===== src/rtl/imem_fetch_ctrl.sv =====
// imem_fetch_ctrl
//   Fetch sequencer and sole owner of the single-port instruction memory.
//   The block holds the PC and drives the memory address. It registers each
//   fetched word into the IF/ID boundary and applies stall and redirect
//   requests from decode/execute. Between runs it also gives the memory's
//   write side to a streaming program loader.
//
//   Optional feature macro: IMEM_FAULT_EN
//     When it is defined, the block gains a FAULT state and a `fault` output.
//     In that build, a selected next PC that is unaligned or outside the
//     memory parks the sequencer in FAULT until reset.
//
//   Loader handshake (valid/ready):
//     A word transfers on a rising edge where load_valid && load_ready.
//     load_ready depends only on the state, never on load_valid.
//     The loader must hold load_data and load_last stable while
//     load_valid is high and the word has not yet transferred.
//
//   fsm_state is a debug view of the sequencer state register.

module imem_fetch_ctrl #(
  parameter int unsigned MEM_SIZE = 256,
  parameter logic [31:0] RESET_PC = 32'h0
) (
  input  logic        clk,
  input  logic        reset,
  input  logic        start,
  input  logic        load_valid,
  input  logic [31:0] load_data,
  input  logic        load_last,
  output logic        load_ready,
  output logic        load_ovf,
  output logic [31:0] imem_addr,
  output logic        imem_we,
  output logic [31:0] imem_wdata,
  input  logic [31:0] imem_rdata,
  input  logic        stall,
  input  logic        branch_taken,
  input  logic [31:0] branch_target,
  input  logic        jump,
  input  logic [31:0] jump_target,
  input  logic        halt_req,
  output logic [31:0] pc,
  output logic [31:0] instr,
  output logic [31:0] instr_pc4,
  output logic        instr_valid,
  output logic        running,
  output logic        halted,
`ifdef IMEM_FAULT_EN
  output logic        fault,
`endif
  output logic [2:0]  fsm_state
);

  localparam logic [31:0] MEM_END = 32'(MEM_SIZE);

  typedef enum logic [2:0] {
    S_IDLE  = 3'd0,
    S_LOAD  = 3'd1,
    S_RUN   = 3'd2,
    S_HALT  = 3'd3
`ifdef IMEM_FAULT_EN
    ,
    S_FAULT = 3'd4
`endif
  } state_t;

  state_t      state;
  logic [31:0] wr_cnt;
  logic [31:0] pc_seq;
  logic [31:0] next_pc;
  logic        wr_ok;
  logic        load_fire;

  // Sequential successor and redirect selection. Jump outranks branch.
  // Stall and halt are resolved in the state machine, which has the
  // higher priority.
  always_comb begin
    pc_seq  = pc + 32'd4;
    next_pc = pc_seq;
    if (jump) begin
      next_pc = jump_target;
    end else if (branch_taken) begin
      next_pc = branch_target;
    end
  end

`ifdef IMEM_FAULT_EN
  logic next_pc_bad;
  assign next_pc_bad = (next_pc[1:0] != 2'b00) || (next_pc >= MEM_END);
`endif

  // The write counter stops at MEM_END. Words that arrive past the end
  // are still accepted, so the loader never stalls, but they are dropped.
  assign wr_ok     = (wr_cnt < MEM_END);
  assign load_fire = (state == S_LOAD) && load_valid;

  // The loader owns the memory port only while the state is LOAD.
  // In every other state the port fetches at the PC.
  assign imem_we    = load_fire && wr_ok;
  assign imem_addr  = (state == S_LOAD) ? wr_cnt : pc;
  assign imem_wdata = load_data;
  assign fsm_state  = state;

  // Sequencer: state, PC, IF/ID register, loader counter and the
  // registered status flags.
  always_ff @(posedge clk) begin
    if (reset) begin
      state       <= S_IDLE;
      pc          <= RESET_PC;
      instr       <= '0;
      instr_pc4   <= '0;
      instr_valid <= 1'b0;
      wr_cnt      <= '0;
      load_ovf    <= 1'b0;
      load_ready  <= 1'b0;
      running     <= 1'b0;
      halted      <= 1'b0;
`ifdef IMEM_FAULT_EN
      fault       <= 1'b0;
`endif
    end else begin
      case (state)
        S_IDLE: begin
          if (start) begin
            state       <= S_RUN;
            running     <= 1'b1;
            pc          <= RESET_PC;
            instr_valid <= 1'b0;
          end else if (load_valid) begin
            state      <= S_LOAD;
            load_ready <= 1'b1;
            wr_cnt     <= '0;
          end
        end

        S_LOAD: begin
          if (load_valid) begin
            if (wr_ok) begin
              wr_cnt <= wr_cnt + 32'd4;
            end else begin
              load_ovf <= 1'b1;
            end
            if (load_last) begin
              state      <= S_IDLE;
              load_ready <= 1'b0;
            end
          end
        end

        S_RUN: begin
          if (halt_req) begin
            // Drop the word on the bus this cycle and freeze the PC.
            state       <= S_HALT;
            running     <= 1'b0;
            halted      <= 1'b1;
            instr_valid <= 1'b0;
          end else if (!stall) begin
`ifdef IMEM_FAULT_EN
            if (next_pc_bad) begin
              // Keep the last good PC so the faulting context is visible.
              state       <= S_FAULT;
              running     <= 1'b0;
              fault       <= 1'b1;
              instr_valid <= 1'b0;
            end else
`endif
            begin
              pc          <= next_pc;
              instr       <= imem_rdata;
              instr_pc4   <= pc_seq;
              // A redirect kills the word fetched alongside it (no delay slot).
              instr_valid <= !(jump || branch_taken);
            end
          end
        end

        S_HALT: begin
          if (start) begin
            state       <= S_RUN;
            running     <= 1'b1;
            halted      <= 1'b0;
            pc          <= RESET_PC;
            instr_valid <= 1'b0;
          end
        end

`ifdef IMEM_FAULT_EN
        S_FAULT: begin
          instr_valid <= 1'b0;
        end
`endif

        default: begin
          state       <= S_IDLE;
          load_ready  <= 1'b0;
          running     <= 1'b0;
          halted      <= 1'b0;
          instr_valid <= 1'b0;
        end
      endcase
    end
  end

endmodule

===== config.mk =====
export PLATFORM = sky130hd
export DESIGN_NAME = imem_fetch_ctrl
export DESIGN_NICKNAME = d
export VERILOG_FILES = /design/src/rtl/imem_fetch_ctrl.sv
export SDC_FILE = /design/constraint.sdc
export NUM_CORES = 1
export LEC_CHECK = 0
export ABC_AREA = 1
export BUFFER_PORTS_ARGS = -buffer_cell sky130_fd_sc_hd__buf_2
export CELL_PAD_IN_SITES_DETAIL_PLACEMENT = 1
export CELL_PAD_IN_SITES_GLOBAL_PLACEMENT = 2
export CORE_MARGIN = 10
export CORE_UTILIZATION = 26
export DETAILED_ROUTE_END_ITERATION = 16
export PLACE_DENSITY = 0.91
export SLEW_MARGIN = 40
export SYNTH_ARGS = -nofsm -noshare
export SYNTH_HDL_FRONTEND = slang
export SYNTH_SLANG_ARGS = --single-unit

===== constraint.sdc =====
create_clock -name clk -period 3.3 [get_ports clk]
set_input_delay 0.495 -clock clk [delete_from_list [all_inputs] [get_ports clk]]
set_output_delay 0.495 -clock clk [all_outputs]
set_load 0.02 [all_outputs]

==> results.md <==
| Item | Reported |
|:---|:---|
| Floorplan core area | 26,900 um2 |
| Peak VDD IR | 0.315 mV |
| Number of cells traversed by the worst hold path | 3 |
| R2R cell count | 8 |
| Fraction of layout cells with a size suffix above 1 | 0.258 |
| Synthesized area per cell | 6.77 um2 |
| Pin count of the biggest net entering global routing | 94 |
| Switching Share | 0.352 |
| Worst Path Arrival | 2.25 ns |
| Top delay family on crit path | buffers and inverters |
| Width of the die | 185 um |
| Class of the worst hold path | input pin to flop |
| Cells after Synth | 1,046 |
| Yosys cell types | 36 |
| Most frequent cells in the layout | nand2_1, buf_2, nor2_1, dfxtp_1, inv_1 |
| Die footprint | 34,200 um2 |
| Number of setup violations in the final report | 0 |
| Average wire length per cell after detail routing | 18.7 um |
| Clock Latency Late Sink | 0.42 ns |
| Number of setup buffers added after CTS | 0 |
| Max Slew Vio Count | 0 |
| H-tree Lvls | 4 |
| Fraction of registers with async set or reset after synthesis | 0 |
| Startpoint of the tightest hold check path | imem_rdata[2] |
| Setup slack on the worst flop-to-flop path | 0.96 ns |
| TritonRoute pass-1 iters | 7 |
| Post-synth design cell area | 7080 um2 |
| Clock network fraction of total power | 0.409 |
| End point of the worst hold path | instr[2]$_SDFFE_PP0P_ |
| Portion of total power attributed to combinational logic | 0.241 |
| Largest clock skew in the final design | 0.00815 ns |
| Area used by multi-input combinational logic | 3490 um2 |
| Global-route usage over all layers | 0.171 |
| Clock Tree Root | clkbuf_16 |
| Post-detailed-route count of antenna-violating nets | 0 |
| Category of the worst setup path capture point | primary output |
| Starting density of the core | 0.264 |
| Power density normalized to cell area | 586 nW/um2 |
| Layout area overhead | 25.7% |
| Number of buffers added by the clock tree synthesis step | 17 |
| Detailed-route DRC error count | 0 |
| Height of the die | 185 um |
| Worst slew margin relative to its limit | 0.470 |
| Iteration-0 DRC count of the detailed router | 283 |
| Most frequent standard cell in the layout excluding fill and tap cells | nand2_1 |
| Fmax achieved | 365 MHz |
| Number of global-route vias before repair | 7,918 |
| Kind of critical path | flop to primary output |
| Initial antenna violation count | 4 |
| Number of I/O pins | 306 |
| Number of violations of the max-capacitance limit | 0 |
| Portion of the post-synthesis area used by sequential elements | 0.376 |
| Yosys reg bits | 133 |
| Final-layout setup total negative slack | 0 ns |
| Ys Warns | 0 |
| Final Hold Vio Count | 0 |
| Crit path max-delay cell type | ha_2 |
| Register share of total power | 0.350 |
| Maximum cell stage delay along the critical path | 0.45 ns |
| Vias after detailed routing | 7,474 |
| Total of fill cells in the finished design | 3,421 |
| TritonCTS clock tree | done |
| Dominant synthesized flop cell | dfxtp_1 |
| Gp weighted congestion | 0.903 |
| Int Power | 3.38 mW |
| Post-synth EDFFs | 0 |
| Crit-path cells | inv_1, ha_2, buf_4, nand2_1, o21ai_0, buf_2 |
| Power spent charging and discharging nets | 1.83 mW |
| Reg2reg start | fsm_state[1]$_SDFFE_PP0P_ |
| Setup repair after global routing missed its margin | no |
| Core utilization of the finished layout | 0.331 |
| Hold Slack | 0.291 ns |
| Number of buffers on the longest clock path | 2 |
| Final Cycle Share | 0.831 |
| End of the worst register-to-register path | wr_cnt[5]$_SDFFE_PP0P_ |
| Post_cts resized | 0 |
| Min cycle time layout | 2.74 ns |
| Post-CTS Hold Buffers | 0 |
| Synthesized net count | 1,190 |
| Number of cell rows | 60 |
| First-pass GRT wire length | 45.5 mm |
| Clock slew seen by the registers of the worst setup and hold paths | 0.07 ns |
| Critical path fanouts, max | 36 |
| Number of clock sinks | 133 |
| HPWL after detailed placement | 22.8 mm |
| Via density per instance | 4.72 |
| Worst Setup Start Kind | flop |
| Sequential cell area | 2660 um2 |
| Net count reported at finish | 1,371 |
| Leak Pwr | 4.21 nW |
| Count of input and output buffers | 240 |
| Slew at the pin with the worst max-slew slack | 0.793 ns |
| Total congestion overflow | 0 |
| Result of the run | completed |
| Total routed wirelength | 29.6 mm |
| Required time of the critical path | 2.80 ns |
| Worst Path Buf+Inv | 3 |
-- worst max path at each step --
stage,startpoint,to,cells after the start
floorplan,fsm_state[0]$_SDFFE_PP0P_,imem_addr[16],6
global placement,jump,pc[30]$_SDFFE_PP0P_,9
detailed placement,jump,pc[1]$_SDFFE_PP0P_,7
CTS,fsm_state[1]$_SDFFE_PP0P_,imem_addr[29],6
global route,fsm_state[1]$_SDFFE_PP0P_,imem_addr[16],6
finish,fsm_state[1]$_SDFFE_PP0P_,imem_addr[31],6
-- power by group through the flow --
stage               clock (mW)  combinational [mW]  sequential [mW]
CTS                       2.18                1.27             1.83
global route              2.26                1.39             1.84
global placement             0                1.24             1.85
finish                    2.13                1.26             1.83
detailed placement           0                1.27             1.86
floorplan                    0               0.734             2.00
-- through the flow --
step | total power, mW | cell area (um2) | cells | setup slack, ns
floorplan | 2.73 | 7080 | 1046 | 1.13
global placement | 3.09 | 8250 | 1549 | 0.929
detailed placement | 3.13 | 8250 | 1549 | 0.963
CTS | 5.28 | 8900 | 1581 | 0.567
global route | 5.49 | 8900 | 1582 | 0.415
finish | 5.22 | 8900 | 1584 | 0.558
-- layout make-up --
class | count | share of cell area
Clock buffer | 17 | 0.0478
Sequential cell | 133 | 0.299
Multi-Input combinational cell | 719 | 0.392
Antenna cell | 3 | 0.000843
Timing Repair Buffer | 249 | 0.143
Tap cell | 341 | 0.0479
Inverter | 107 | 0.0451
Clock inverter | 15 | 0.0245
-- routing by layer --
layer / vias to the layer above / GRT usage / routed length (um)
met3: 31 / 0.0650 / 2480
met4: 2 / 0.0536 / 603
met1: 3555 / 0.206 / 12900
li1: 3685 / - / -
met2: 201 / 0.274 / 13600
met5: - / 0 / 11
-- flip-flops by register name, summed over array words and instances, names as in the netlist --
name	flops
fsm_state	2
halted	1
instr	32
instr_pc4	32
instr_valid	1
load_ovf	1
load_ready	1
pc	32
running	1
wr_cnt	30
-- cell usage after synthesis, types with 7 or more instances --
library cell | n | area, um2
nor2_1 | 135 | 507
nor3_1 | 23 | 115
buf_2 | 12 | 60.1
nand3_1 | 39 | 195
nand2_2 | 8 | 50.1
o21ai_0 | 97 | 485
ha_1 | 7 | 87.6
o211ai_1 | 20 | 150
buf_4 | 37 | 278
nand2_1 | 259 | 972
a21oi_1 | 56 | 280
dfxtp_1 | 133 | 2660
xor2_1 | 9 | 78.8
a22o_1 | 24 | 210
clkbuf_1 | 29 | 109
inv_1 | 103 | 387
nor2_2 | 9 | 56.3
-- kinds of logic after synthesis --
group,after synthesis,share of synthesized area
DFF,133,0.376
AOI/OAI and AO/OA,210,0.172
and+or+nand+nor,491,0.294
other,1,0.000529
buffers and inverters,194,0.133
adders and majority gates,7,0.0124
xor gates and xnor gates,10,0.0124
-- worst reg2reg max path: cells and delay by family, from the launching register on --
kind | cells | cell delay, ns
compound gates | 1 | 0.14
fa+ha+maj | 1 | 0.45
buf+inv | 2 | 0.54
simple gates | 4 | 0.78
flops | 1 | 0.34
(Power assumes the default switching activity.)
